==> config.mk <==
export PLATFORM = sky130hd
export DESIGN_NAME = serial_neuron_pipe_flat
export DESIGN_NICKNAME = d
export VERILOG_FILES = /design/src/rtl/neuron_pkg.sv /design/src/rtl/serial_neuron_pipe_if.sv /design/src/rtl/neuron_act.sv /design/src/rtl/serial_neuron_pipe.sv /design/src/flat_wrapper.sv
export SDC_FILE = /design/constraint.sdc
export NUM_CORES = 1
export LEC_CHECK = 0
export ABC_AREA = 1
export BUFFER_PORTS_ARGS = -buffer_cell sky130_fd_sc_hd__buf_2
export CORE_UTILIZATION = 50
export CTS_CLUSTER_DIAMETER = 120
export DETAILED_ROUTE_END_ITERATION = 12
export PLACE_DENSITY_LB_ADDON = 0.3
export SYNTH_ARGS = -nofsm -noshare
export SYNTH_HDL_FRONTEND = slang
export SYNTH_SLANG_ARGS = --single-unit
==> constraint.sdc <==
create_clock -name clk -period 3.5 [get_ports clk]
set_clock_uncertainty 0.2 [all_clocks]
set_input_delay 0.175 -clock clk [delete_from_list [all_inputs] [get_ports clk]]
set_output_delay 0.175 -clock clk [all_outputs]
set_load 0.005 [all_outputs]
==> src/rtl/neuron_pkg.sv <==
// rtl/neuron_pkg.sv - shared types and helpers for the serial neuron pipe
package neuron_pkg;

  typedef enum logic [1:0] {
    MODE_LIN     = 2'b00,
    MODE_CUBIC   = 2'b01,
    MODE_RELU    = 2'b10,
    MODE_LIN_ALT = 2'b11
  } mode_e;

  typedef enum logic [2:0] {
    ST_IDLE,
    ST_ACC,
    ST_SCALE,
    ST_ACT1,
    ST_ACT2,
    ST_OUT
  } state_e;

  // Clip a signed value into the two's complement range of `width` bits.
  function automatic logic signed [31:0] sat_to(input logic signed [31:0] v, input int width);
    logic signed [31:0] hi;
    logic signed [31:0] lo;
    hi = (32'sd1 <<< (width - 1)) - 32'sd1;
    lo = -hi - 32'sd1;
    if (v > hi) return hi;
    else if (v < lo) return lo;
    else return v;
  endfunction

  function automatic int one_val(input int frac);
    return 1 << frac;
  endfunction

endpackage

==> src/rtl/serial_neuron_pipe_if.sv <==
// rtl/serial_neuron_pipe_if.sv - operand stream and result handshake bundle
interface serial_neuron_pipe_if #(parameter int WIDTH = 8);
  logic             in_valid;
  logic             in_ready;
  logic [WIDTH-1:0] in_x;
  logic [WIDTH-1:0] in_w;
  logic             out_valid;
  logic             out_ready;
  logic [WIDTH-1:0] out_y;
  logic             out_ovf;

  modport master (
    output in_valid, in_x, in_w, out_ready,
    input  in_ready, out_valid, out_y, out_ovf
  );

  modport slave (
    input  in_valid, in_x, in_w, out_ready,
    output in_ready, out_valid, out_y, out_ovf
  );
endinterface

==> src/rtl/neuron_act.sv <==
// rtl/neuron_act.sv - two-stage activation datapath (cubic path under NEURON_CUBIC_ACT_EN)
module neuron_act
  import neuron_pkg::*;
#(
  parameter int WIDTH = 8,
  parameter int FRAC  = 6
) (
  input  logic                    clk,
  input  logic                    rst_n,
  input  logic                    act1_en,
  input  logic                    act2_en,
  input  logic signed [WIDTH-1:0] x,
  input  mode_e                   mode,
  output logic signed [WIDTH-1:0] y
);

  logic signed [WIDTH-1:0] x1_q, x1_d;
  logic signed [WIDTH-1:0] y_q, y_d;

`ifdef NEURON_CUBIC_ACT_EN
  localparam int W3  = 3 * WIDTH;
  localparam int ONE = one_val(FRAC);

  logic signed [2*WIDTH-1:0] x2_q, x2_d;
  logic signed [2*WIDTH-1:0] sq;
  logic signed [W3-1:0]      x1_ext;
  logic signed [W3-1:0]      cube;
  logic signed [W3-1:0]      x3;
  logic signed [W3-1:0]      y_cubic;
  logic signed [31:0]        y_sat;
`endif

  always_comb begin
    x1_d = act1_en ? x : x1_q;
`ifdef NEURON_CUBIC_ACT_EN
    sq      = {{WIDTH{x[WIDTH-1]}}, x} * {{WIDTH{x[WIDTH-1]}}, x};
    x2_d    = act1_en ? (sq >>> FRAC) : x2_q;
    x1_ext  = {{(2*WIDTH){x1_q[WIDTH-1]}}, x1_q};
    cube    = {{WIDTH{x2_q[2*WIDTH-1]}}, x2_q} * x1_ext;
    x3      = cube >>> FRAC;
    // Odd polynomial 1.5x - 0.5x^3, only used inside (-ONE, ONE)
    y_cubic = x1_ext + (x1_ext >>> 1) - (x3 >>> 1);
    y_sat   = sat_to($signed({{(32-W3){y_cubic[W3-1]}}, y_cubic}), WIDTH);
`endif
    y_d = y_q;
    if (act2_en) begin
      case (mode)
        MODE_RELU: y_d = x1_q[WIDTH-1] ? '0 : x1_q;
`ifdef NEURON_CUBIC_ACT_EN
        MODE_CUBIC: begin
          if (x1_q >= ONE)       y_d = WIDTH'(ONE);
          else if (x1_q <= -ONE) y_d = WIDTH'(-ONE);
          else                   y_d = WIDTH'(y_sat);
        end
`endif
        default: y_d = x1_q;
      endcase
    end
  end

  always_ff @(posedge clk or negedge rst_n) begin
    if (!rst_n) begin
      x1_q <= '0;
      y_q  <= '0;
`ifdef NEURON_CUBIC_ACT_EN
      x2_q <= '0;
`endif
    end else begin
      x1_q <= x1_d;
      y_q  <= y_d;
`ifdef NEURON_CUBIC_ACT_EN
      x2_q <= x2_d;
`endif
    end
  end

  assign y = y_q;

endmodule

==> src/rtl/serial_neuron_pipe.sv <==
// rtl/serial_neuron_pipe.sv - word-serial MAC neuron; cubic activation under NEURON_CUBIC_ACT_EN
module serial_neuron_pipe
  import neuron_pkg::*;
#(
  parameter int WIDTH = 8,
  parameter int FRAC  = 6,
  parameter int N_MAX = 16,
  parameter int CNT_W = $clog2(N_MAX + 1)
) (
  input  logic             clk,
  input  logic             rst_n,
  input  logic             start,
  input  logic [CNT_W-1:0] cfg_n,
  input  logic [1:0]       cfg_mode,
  input  logic [WIDTH-1:0] bias,
  output logic             busy,
  serial_neuron_pipe_if.slave io
);

  localparam int ACC_W = 2 * WIDTH + $clog2(N_MAX);

  state_e                  state_q, state_d;
  logic [CNT_W-1:0]        cnt_q, cnt_d;
  logic [CNT_W-1:0]        n_q, n_d;
  mode_e                   mode_q, mode_d;
  logic signed [WIDTH-1:0] bias_q, bias_d;
  logic signed [WIDTH-1:0] x_q, x_d;
  logic signed [ACC_W-1:0] acc_q, acc_d;
  logic                    ovf_q, ovf_d;
  logic                    hold_q, hold_d;
  logic                    busy_q, busy_d;
  logic                    in_ready_q, in_ready_d;
  logic                    out_valid_q, out_valid_d;

  logic signed [2*WIDTH-1:0] x_ext, w_ext, prod;
  logic signed [ACC_W-1:0]   acc_sh;
  logic signed [ACC_W:0]     s_wide;
  logic signed [31:0]        s_32, s_sat;
  logic [CNT_W-1:0]          n_clamp;
  logic signed [WIDTH-1:0]   y_act;

  assign x_ext   = {{WIDTH{io.in_x[WIDTH-1]}}, io.in_x};
  assign w_ext   = {{WIDTH{io.in_w[WIDTH-1]}}, io.in_w};
  assign prod    = x_ext * w_ext;
  assign acc_sh  = acc_q >>> FRAC;
  assign s_wide  = $signed({acc_sh[ACC_W-1], acc_sh})
                 + $signed({{(ACC_W+1-WIDTH){bias_q[WIDTH-1]}}, bias_q});
  assign s_32    = $signed({{(31-ACC_W){s_wide[ACC_W]}}, s_wide});
  assign s_sat   = sat_to(s_32, WIDTH);
  assign n_clamp = (cfg_n > CNT_W'(N_MAX)) ? CNT_W'(N_MAX) : cfg_n;

  always_comb begin
    state_d = state_q;
    cnt_d   = cnt_q;
    n_d     = n_q;
    mode_d  = mode_q;
    bias_d  = bias_q;
    x_d     = x_q;
    acc_d   = acc_q;
    ovf_d   = ovf_q;
    hold_d  = hold_q;
    case (state_q)
      ST_IDLE: begin
        if (start) begin
          acc_d   = '0;
          cnt_d   = '0;
          n_d     = n_clamp;
          mode_d  = mode_e'(cfg_mode);
          bias_d  = bias;
          // An empty neuron idles one extra SCALE cycle: fixed four-edge start-to-valid
          hold_d  = (n_clamp == '0);
          state_d = (n_clamp == '0) ? ST_SCALE : ST_ACC;
        end
      end
      ST_ACC: begin
        if (io.in_valid && in_ready_q) begin
          acc_d = acc_q + {{(ACC_W-2*WIDTH){prod[2*WIDTH-1]}}, prod};
          cnt_d = cnt_q + CNT_W'(1);
          if (cnt_q + CNT_W'(1) == n_q) state_d = ST_SCALE;
        end
      end
      ST_SCALE: begin
        if (hold_q) begin
          hold_d = 1'b0;
        end else begin
          x_d     = WIDTH'(s_sat);
          ovf_d   = (s_sat != s_32);
          state_d = ST_ACT1;
        end
      end
      ST_ACT1: state_d = ST_ACT2;
      ST_ACT2: state_d = ST_OUT;
      ST_OUT:  if (io.out_ready) state_d = ST_IDLE;
      default: state_d = ST_IDLE;
    endcase
    busy_d      = (state_d != ST_IDLE);
    in_ready_d  = (state_d == ST_ACC);
    out_valid_d = (state_d == ST_OUT);
  end

  always_ff @(posedge clk or negedge rst_n) begin
    if (!rst_n) begin
      state_q     <= ST_IDLE;
      cnt_q       <= '0;
      n_q         <= '0;
      mode_q      <= MODE_LIN;
      bias_q      <= '0;
      x_q         <= '0;
      acc_q       <= '0;
      ovf_q       <= 1'b0;
      hold_q      <= 1'b0;
      busy_q      <= 1'b0;
      in_ready_q  <= 1'b0;
      out_valid_q <= 1'b0;
    end else begin
      state_q     <= state_d;
      cnt_q       <= cnt_d;
      n_q         <= n_d;
      mode_q      <= mode_d;
      bias_q      <= bias_d;
      x_q         <= x_d;
      acc_q       <= acc_d;
      ovf_q       <= ovf_d;
      hold_q      <= hold_d;
      busy_q      <= busy_d;
      in_ready_q  <= in_ready_d;
      out_valid_q <= out_valid_d;
    end
  end

  neuron_act #(.WIDTH(WIDTH), .FRAC(FRAC)) u_act (
    .clk     (clk),
    .rst_n   (rst_n),
    .act1_en (state_q == ST_ACT1),
    .act2_en (state_q == ST_ACT2),
    .x       (x_q),
    .mode    (mode_q),
    .y       (y_act)
  );

  assign busy         = busy_q;
  assign io.in_ready  = in_ready_q;
  assign io.out_valid = out_valid_q;
  assign io.out_y     = y_act;
  assign io.out_ovf   = ovf_q;

endmodule

==> src/flat_wrapper.sv <==
// flat-port wrapper written by rule: the top's interface ports become plain ports
module serial_neuron_pipe_flat import neuron_pkg::*;
#(
  parameter int WIDTH = 8,
  parameter int FRAC  = 6,
  parameter int N_MAX = 16,
  parameter int CNT_W = $clog2(N_MAX + 1)
)
  (clk, rst_n, start, cfg_n, cfg_mode, bias, busy, io_in_valid, io_in_x, io_in_w, io_out_ready, io_in_ready, io_out_valid, io_out_y, io_out_ovf);
  serial_neuron_pipe_if #(.WIDTH(WIDTH)) io_i ();
  input  logic clk;
  input  logic rst_n;
  input  logic start;
  input  logic [CNT_W-1:0] cfg_n;
  input  logic [1:0] cfg_mode;
  input  logic [WIDTH-1:0] bias;
  output logic busy;
  input wire logic [$bits(io_i.in_valid)-1:0] io_in_valid;
  input wire logic [$bits(io_i.in_x)-1:0] io_in_x;
  input wire logic [$bits(io_i.in_w)-1:0] io_in_w;
  input wire logic [$bits(io_i.out_ready)-1:0] io_out_ready;
  output wire logic [$bits(io_i.in_ready)-1:0] io_in_ready;
  output wire logic [$bits(io_i.out_valid)-1:0] io_out_valid;
  output wire logic [$bits(io_i.out_y)-1:0] io_out_y;
  output wire logic [$bits(io_i.out_ovf)-1:0] io_out_ovf;
  assign io_i.in_valid = io_in_valid;
  assign io_i.in_x = io_in_x;
  assign io_i.in_w = io_in_w;
  assign io_i.out_ready = io_out_ready;
  assign io_in_ready = io_i.in_ready;
  assign io_out_valid = io_i.out_valid;
  assign io_out_y = io_i.out_y;
  assign io_out_ovf = io_i.out_ovf;
  serial_neuron_pipe #(.WIDTH(WIDTH), .FRAC(FRAC), .N_MAX(N_MAX), .CNT_W(CNT_W)) u_core (.clk(clk), .rst_n(rst_n), .start(start), .cfg_n(cfg_n), .cfg_mode(cfg_mode), .bias(bias), .busy(busy), .io(io_i));
endmodule
# After elaboration in Yosys (flattened, before gate mapping)
# Index checks and enable logic that the tools add are counted.
# totals
register_bits	72
in_bits	36
output_inout_bits	12
# op_classes
n_addsub	3
n_mul	1
n_lt_le_gt_ge	3
eq_ne	12
mux	20
n_bitwise	1
reduce_logical	10
# ops
op	n
32-bit 2-to-1 mux	2
20-bit 2-to-1 mux	2
20-bit one-hot mux with 2 select lines	1
32-bit by 15-bit inequality test with 1-bit output	1
20-bit adder	1
3-bit one-hot mux with 6 select lines	1
8-bit by 8-bit multiplier with 16-bit output	1
14-bit by 8-bit adder with 15-bit output	1
15-bit by 8-bit > comparator with 1-bit output (second input constant)	1
15-bit by 8-bit less-than comparator with 1-bit output (second input constant)	1
3-bit 2-to-1 mux	5
5-bit 2-to-1 mux	3
5-bit one-hot mux with 2 select lines	1
3-bit == test (second input constant)	3
8-bit 2-to-1 mux	1
7-bit 2-to-1 mux	1
3-bit by 1-bit == test with 1-bit output (second input constant)	2
3-bit by 2-bit == test with 1-bit output (second input constant)	2
2-bit AND reduction	3
5-bit by 1-bit adder with 5-bit output (second input constant)	1
5-bit == test	1
5-bit > comparator (second input constant)	1
5-bit zero test	1
2-bit nonzero test	2
11 further kinds	11

# Longest topological paths before layout
# Gate-level depths: netlist (run 1).
# logic_depth
depth_word	7
ltp_mapped	31
mapped_depth_nobuf	30

# Modules after synthesis
# Synthesis (run 1) repeated with hierarchy kept, for this count alone.
# unflattened
cells_unflattened	1068
area_unflattened_um2	7632.3
# by_module_without_submodules
mod	instances	cells_each	area_per_inst_um2	seq_area_each_um2
serial_neuron_pipe	1	984	6952.9	1401.3
neuron_act	1	84	679.4	400.4

# Worst setup path after synthesis (run 1)
# Ideal clock, no wire load.
# synth_path
path_kind	input to register
from	in io_in_w[2]
to	reg u_core.acc_q[19]
setup_ns	0.117
t_arrival_ns	5.281
required_time_ns	3.183
slack_ns	-2.098
path_stages	29
path_cell_list	clkbuf_1 > nand2_1 > inv_1 > fa_1 > inv_1 > fa_1 > inv_1 > fa_1 > inv_1 > fa_1 > inv_1 > ha_1 > nand2_1 > nor3_1 > nand2_1 > nor2_1 > nand3b_1 > inv_1 > nand2_1 > nand2_1 > ha_1 > inv_1 > nor3_1 > nand4_1 > or2_2 > nand3_1 > nand3_1 > nand3_1 > nand2_1
# synth_between
elab_chain_cells	4
# synth_lines
element	line	text
from (decl)	flat_wrapper.sv:20	input wire logic [$bits(io_i.in_w)-1:0] io_in_w;
8-bit by 8-bit multiplier with 16-bit output	serial_neuron_pipe.sv:44	assign prod = x_ext * w_ext;
20-bit adder	serial_neuron_pipe.sv:77	acc_d = acc_q + {{(ACC_W-2*WIDTH){prod[2*WIDTH-1]}}, prod};
20-bit 2-to-1 mux	serial_neuron_pipe.sv:76	if (io.in_valid && in_ready_q) begin
20-bit one-hot mux with 2 select lines	serial_neuron_pipe.sv:62	case (state_q)
to (signal assigned)	serial_neuron_pipe.sv:109	acc_q <= '0;
to (signal assigned)	serial_neuron_pipe.sv:122	acc_q <= acc_d;
to (decl)	serial_neuron_pipe.sv:28	logic signed [ACC_W-1:0] acc_q, acc_d;
# No other way between the ends. The select of a mux whose other input is x is not followed.
# A chain may end at the register's enable or synchronous reset.

# Worst setup path after layout (run 1)
# layout_path
from	in io_in_x[3]
to	reg u_core.acc_q[19]
# layout_between
elab_chain_cells	4
# layout_lines
element	line	text
from (decl)	flat_wrapper.sv:19	input wire logic [$bits(io_i.in_x)-1:0] io_in_x;
8-bit by 8-bit multiplier with 16-bit output	serial_neuron_pipe.sv:44	
20-bit adder	serial_neuron_pipe.sv:77	
20-bit 2-to-1 mux	serial_neuron_pipe.sv:76	
20-bit one-hot mux with 2 select lines	serial_neuron_pipe.sv:62	
# No other way between the ends. The select of a mux whose other input is x is not followed.

==> results of run 1 <==
[kinds of logic (layout without fill, tap and decap cells)]
family,after synthesis,after routing,share of synthesized area
AND/OR/NAND/NOR,458,458,0.253
flip-flops,72,72,0.237
AO/OA/AOI/OAI,133,133,0.0998
adder cells (fa/ha/maj),122,122,0.257
XOR/XNOR,25,25,0.0288
buffers and inverters,252,418,0.125
[placed cells by master, fill, tap and decap left out, types with 18 or more instances in the layout]
| cell | synthesis | layout |
|---|---|---|
| nand2_1 | 299 | 254 |
| inv_1 | 225 | 182 |
| buf_4 | 0 | 77 |
| dfrtp_1 | 72 | 72 |
| nor2_1 | 70 | 60 |
| fa_1 | 57 | 52 |
| inv_2 | 4 | 43 |
| ha_1 | 65 | 35 |
| buf_6 | 0 | 35 |
| a21oi_1 | 60 | 34 |
| nand2_2 | 6 | 33 |
| buf_2 | 4 | 31 |
| nand3_1 | 38 | 30 |
| ha_4 | 0 | 30 |
| a21oi_2 | 2 | 19 |
| dlygate4sd3_1 | 0 | 19 |
| nand2_4 | 1 | 18 |
[routing by layer]
layer	global-route usage	vias to the layer above
met2	0.433	219
met5	0	-
li1	-	3614
met4	0.0502	0
met3	0.0454	34
met1	0.353	3555
[sequential cells by signal (all words and copies together) (netlist names), 2 cells and up]
| signal | cells |
|---|---|
| u_core.x_q | 8 |
| u_core.bias_q | 8 |
| u_core.acc_q | 20 |
| u_core.mode_q | 2 |
| u_core.n_q | 5 |
| u_core.state_q | 3 |
| u_core.u_act.x1_q | 8 |
| u_core.cnt_q | 5 |
| u_core.u_act.y | 8 |
[area by class of cell]
| cell class | instances | area [um2] |
|---|---|---|
| well taps | 184 | 230 |
| clock inverters | 6 | 116 |
| multi-input cells | 738 | 5940 |
| flip-flops and latches | 72 | 1800 |
| repair buffers | 173 | 1510 |
| inverters | 229 | 870 |
| fillers | 1009 | 4010 |
| clock buffers | 10 | 229 |
[worst register-to-register path: stages (launching register included)]
cell      delay, ps
dfrtp_1         440
ha_1            290
fa_2            410
nand3_1          90
nand3_1         160
nand3_1         160
nand3_1          80
nand2_1          90
nand2_1          60
nor2_1          100
nand3_1         130
nand3b_1        180
ha_1            350
or2_2           310
a31oi_1         160
[worst paths after layout]
check / from / endpoint / slack, ps
max: io_in_x[3] / u_core.acc_q[19] / -1610
min: io_in_valid / u_core.acc_q[12] / 160
max reg2reg: u_core.acc_q[6] / u_core.x_q[4] / 230
min reg2reg: u_core.x_q[5] / u_core.u_act.x1_q[5] / 270
max in group asynchronous: rst_n / u_core.x_q[5] / 2190
min in group asynchronous: rst_n / u_core.cnt_q[2] / 310
[metrics by stage]
stage	TNS [ps]	instance area [um2]	cells	setup WS, ps
floorplan	-14490	8160	1062	-1530
global placement	-20650	9060	1356	-1930
detailed placement	-21660	9060	1356	-2000
CTS	-14740	10200	1405	-1500
global route	-18770	10700	1412	-1790
finish	-16210	10700	1412	-1610
[synth_stat cells, types with 8 or more instances]
| master | number | area, um2 |
|---|---|---|
| a21oi_1 | 60 | 300 |
| clkbuf_1 | 19 | 71.3 |
| dfrtp_1 | 72 | 1800 |
| fa_1 | 57 | 1140 |
| ha_1 | 65 | 813 |
| inv_1 | 225 | 845 |
| nand2_1 | 299 | 1120 |
| nand3_1 | 38 | 190 |
| nand4_1 | 11 | 68.8 |
| nor2_1 | 70 | 263 |
| nor3_1 | 11 | 55.1 |
| o21ai_0 | 33 | 165 |
| xnor2_1 | 8 | 70.1 |
| xor2_1 | 17 | 149 |
[timing repair]
action	4_1_cts	5_1_grt
gates resized for setup	135	105
buffers inserted	15	10
setup endpoints to repair	15	24
pin swaps	91	87
gates cloned	0	0
hold buffers	19	0
hold endpoints to repair	89	0
==> run_results.csv, run 1 <==
group,metric,value,unit
grt,antenna_found_initial,0,
placed_design,port_buffers,47,
yosys,synthArstFlopShare,1.00,
yosys,ys_types,43,
timing,worstMarginPinSlew,916,ps
drt,routed.top_layer,"met4",
timing,setup_slack,-1610,ps
timing,whs,162,ps
timing,setup_viol,15,
clocking,path_clk_slew,60,ps
die,ioPinCount,48,
drt,drt_first_pass_iters,11,
die,dieArea,15700,um2
placed_design,hpwl,14.2,mm
worst_setup_path,start_kind,"primary input",
drt,routed_wl,20.7,mm
worst_setup_path,arrival,5140,ps
clocking,clock_latency,340,ps
timing,period_share,1.46,
worst_setup_path,crit_family,"adder cells",
drt,drc_errors,3,
drt,wl_per_cell,14.7,um
final_layout,nNetsFinal,1381,
drt,routed-wl-met2,10.1,mm
worst_hold_path,hold_path_class,"in2reg",
yosys,ys_ff_latch,72,
drt,dr.first_iter.drc_count,519,
placed_design,place_congestion,0.889,
worst_setup_path,end_kind,"flop",
yosys,synth_nets,1220,
worst_setup_path,path_class,"in2reg",
final_layout,drive_gt1_frac,0.314,
worst_setup_path,worst-path-buf-inv,9,
clocking,clock_path_buffers,2,
worst_setup_path,critPathMaxStageDelay,550,ps
grt,grt_max_degree,73,
grt,grt_use_total,0.259,
timing,drv_slew,0,
clocking,clock-sinks,72,
timing,period_minus_slack,5110,ps
drt,wl_met3,1.12,mm
outcome,status,"finished with violations",
die,num_rows,44,
die,initial_core_util,0.518,
yosys,synth_seq_area_share,0.237,
drt,num_vias,7422,
drt,ant_nets,0,
timing,hold_violations,0,
yosys,postSynthCellCount,1062,
timing,rsz0062_at_grt,"true",
worst_setup_path,reg2regPathDepth,14,
grt,grt_pass1_wl,33.4,mm
final_layout,antenna_cells,0,
clocking,clock_tree.root_cell,"clkbuf_16",
worst_hold_path,whs_path_depth,5,
worst_setup_path,cp.required,3530,ps
die,fp.coreArea,14700,um2
outcome,violations,"DRC, setup timing",
drt,via_per_inst,5.26,
clocking,cts_buffers,9,
yosys,avgSynthCellArea,7.17,um2
yosys,ys.flop_type,"dfrtp_1",
worst_setup_path,worstPathMaxFanout,5,
drt,wl_met1,9.16,mm
timing,max_freq,196,MHz
die,die_w,125,um
final_layout,syn2layout_area_growth,40.5,%
yosys,syn_area,7610,um2
timing,slew_headroom,0.389,
final_layout,fin_util,0.727,
die,die_y,125,um
yosys,yosys_warnings,0,
job,maxCapViolations,0,
grt,grt_pass1_vias,7322,
clocking,cts_max_level,3,
worst_setup_path,crit_path_top_delay_cell,"fa_1",
worst_setup_path,path_depth,30,
yosys,synth_edf_count,0,
clocking,cts_tree,"built",
grt,grt_overflow,0,
Power of run 1 is left out: the tool's default activity adds up to more than one toggle a clock period on the data nets, which glitch-free logic cannot reach.
==> inputs of run 2 (changes only) <==
- CORE_UTILIZATION: 50 -> 60
==> run_results.csv, run 2 (synthesized netlist as in run 1, its figures left out) <==
group,metric,value,unit
outcome,status,"finished with violations",
outcome,violations,"setup timing",
timing,setup_viol,24,
timing,hold_violations,0,
grt,grt_max_degree,73,
final_layout,syn2layout_area_growth,38.8,%
die,initial_core_util,0.623,
worst_setup_path,rrSetupSlack,-290,ps
drt,ant_nets,0,
clocking,cts_tree,"built",
timing,max_freq,180,MHz
clocking,clock_tree.root_cell,"clkbuf_16",
clocking,clock-sinks,72,
worst_hold_path,hold_path_class,"in2reg",
clocking,clock_latency,350,ps
worst_hold_path,min_to,"u_core.bias_q[4]",
die,dieArea,13100,um2
timing,setup_tns,-24120,ps
worst_setup_path,cp.required,3590,ps
timing,setup_slack,-2050,ps
placed_design,port_buffers,47,
worst_hold_path,hp-start,"start",
timing,slew_headroom,0.350,
drt,routed_wl,31.8,mm
final_layout,nNetsFinal,1385,
final_layout,largest_reg_flops,20,
clocking,path_clk_slew,70,ps
drt,drc_errors,0,
worst_setup_path,reg2regPathDepth,14,
die,fp.coreArea,12200,um2
worst_setup_path,end_kind,"flop",
worst_setup_path,critPathLaunch,"io_in_x[7]",
grt,antenna_found_initial,7,
final_layout,layout_commonest_cell,"nand2_1",
die,num_rows,40,
timing,worstMarginPinSlew,974,ps
job,maxCapViolations,0,
drt,drt_first_pass_iters,9,
drt,wl_per_cell,22.7,um
final_layout,drive_gt1_frac,0.307,
die,die_y,115,um
grt,grt_use_total,0.395,
clocking,cts_buffers,9,
drt,via_per_inst,6.37,
grt,grt_overflow,0,
clocking,cts_max_level,3,
die,die_w,115,um
worst_setup_path,critPathMaxStageDelay,600,ps
drt,num_vias,8942,
worst_hold_path,whs_path_depth,5,
final_layout,layout_common_cells,"nand2_1 (259), inv_1 (187), buf_4 (83)",
placed_design,place_congestion,0.971,
timing,drv_slew,0,
grt,grt_pass1_wl,40.0,mm
worst_setup_path,path_class,"in2reg",
final_layout,largest-register,"u_core.acc_q",
worst_setup_path,crit_path_top_delay_cell,"fa_1",
final_layout,fill_cells,573,
timing,rsz0062_at_grt,"true",
worst_setup_path,start_kind,"primary input",
worst_setup_path,reg2reg_to,"u_core.x_q[1]",
worst_setup_path,regToRegStartpoint,"u_core.acc_q[7]",
timing,period_share,1.59,
timing,period_minus_slack,5550,ps
clocking,clock_path_buffers,2,
worst_setup_path,worstPathMaxFanout,8,
timing,whs,193,ps
drt,dr.first_iter.drc_count,1620,
worst_setup_path,arrival,5640,ps
grt,grt_pass1_vias,8293,
die,ioPinCount,48,
placed_design,hpwl,14.6,mm
[run 2: how the worst max path moves through the flow]
stage                             endpoint  slack [ps]
after floorplan           u_core.acc_q[19]       -1530
after global placement    u_core.acc_q[19]       -1870
after detailed placement  u_core.acc_q[18]       -1980
after CTS                 u_core.acc_q[18]       -1490
after global routing      u_core.acc_q[17]       -2280
final                     u_core.acc_q[17]       -2050
[run 2: final cells by class]
cell class | instances | area [um2] | area share
inverters | 229 | 875 | 0.0828
well taps | 168 | 210 | 0.0199
repair buffers | 177 | 1500 | 0.142
multi-input cells | 738 | 5840 | 0.553
flip-flops and latches | 72 | 1800 | 0.171
diodes | 3 | 7.51 | 0.000711
clock buffers | 9 | 225 | 0.0213
clock inverters | 7 | 103 | 0.00971
[run 2: routing by layer]
metal  up-vias  part of all wire  track usage
li1       3615                 -            -
met1      4088              0.31        0.465
met2       871              0.44        0.665
met3       364              0.15       0.0990
met4         4              0.10        0.215
met5         -           0.00069            0
[run 2: critical path, delay by kind of cell]
kind	cells	cell delay (ps)
AOI/OAI and AO/OA	8	1300
xor gates and xnor gates	1	180
adders and majority gates	6	2710
buffers and inverters	7	560
and+or+nand+nor	8	680
[run 2: metrics by stage]
step                instances  utilization  worst slack, ps  area [um2]
floorplan                1062            -            -1530        8160
global placement         1339        0.737            -1870        9000
detailed placement       1339        0.737            -1980        9000
CTS                      1389        0.831            -1490       10200
global route             1402        0.865            -2280       10600
finish                   1403        0.865            -2050       10600
[run 2: repair_timing]
| action | in CTS | in global routing |
|---|---|---|
| gates resized for setup | 128 | 91 |
| endpoints found under the hold margin | 89 | 0 |
| pin swaps | 74 | 46 |
| buffers inserted | 16 | 11 |
| hold buffers | 19 | 0 |
| endpoints found under the setup margin | 15 | 24 |
Power of run 2 is left out for the same reason.
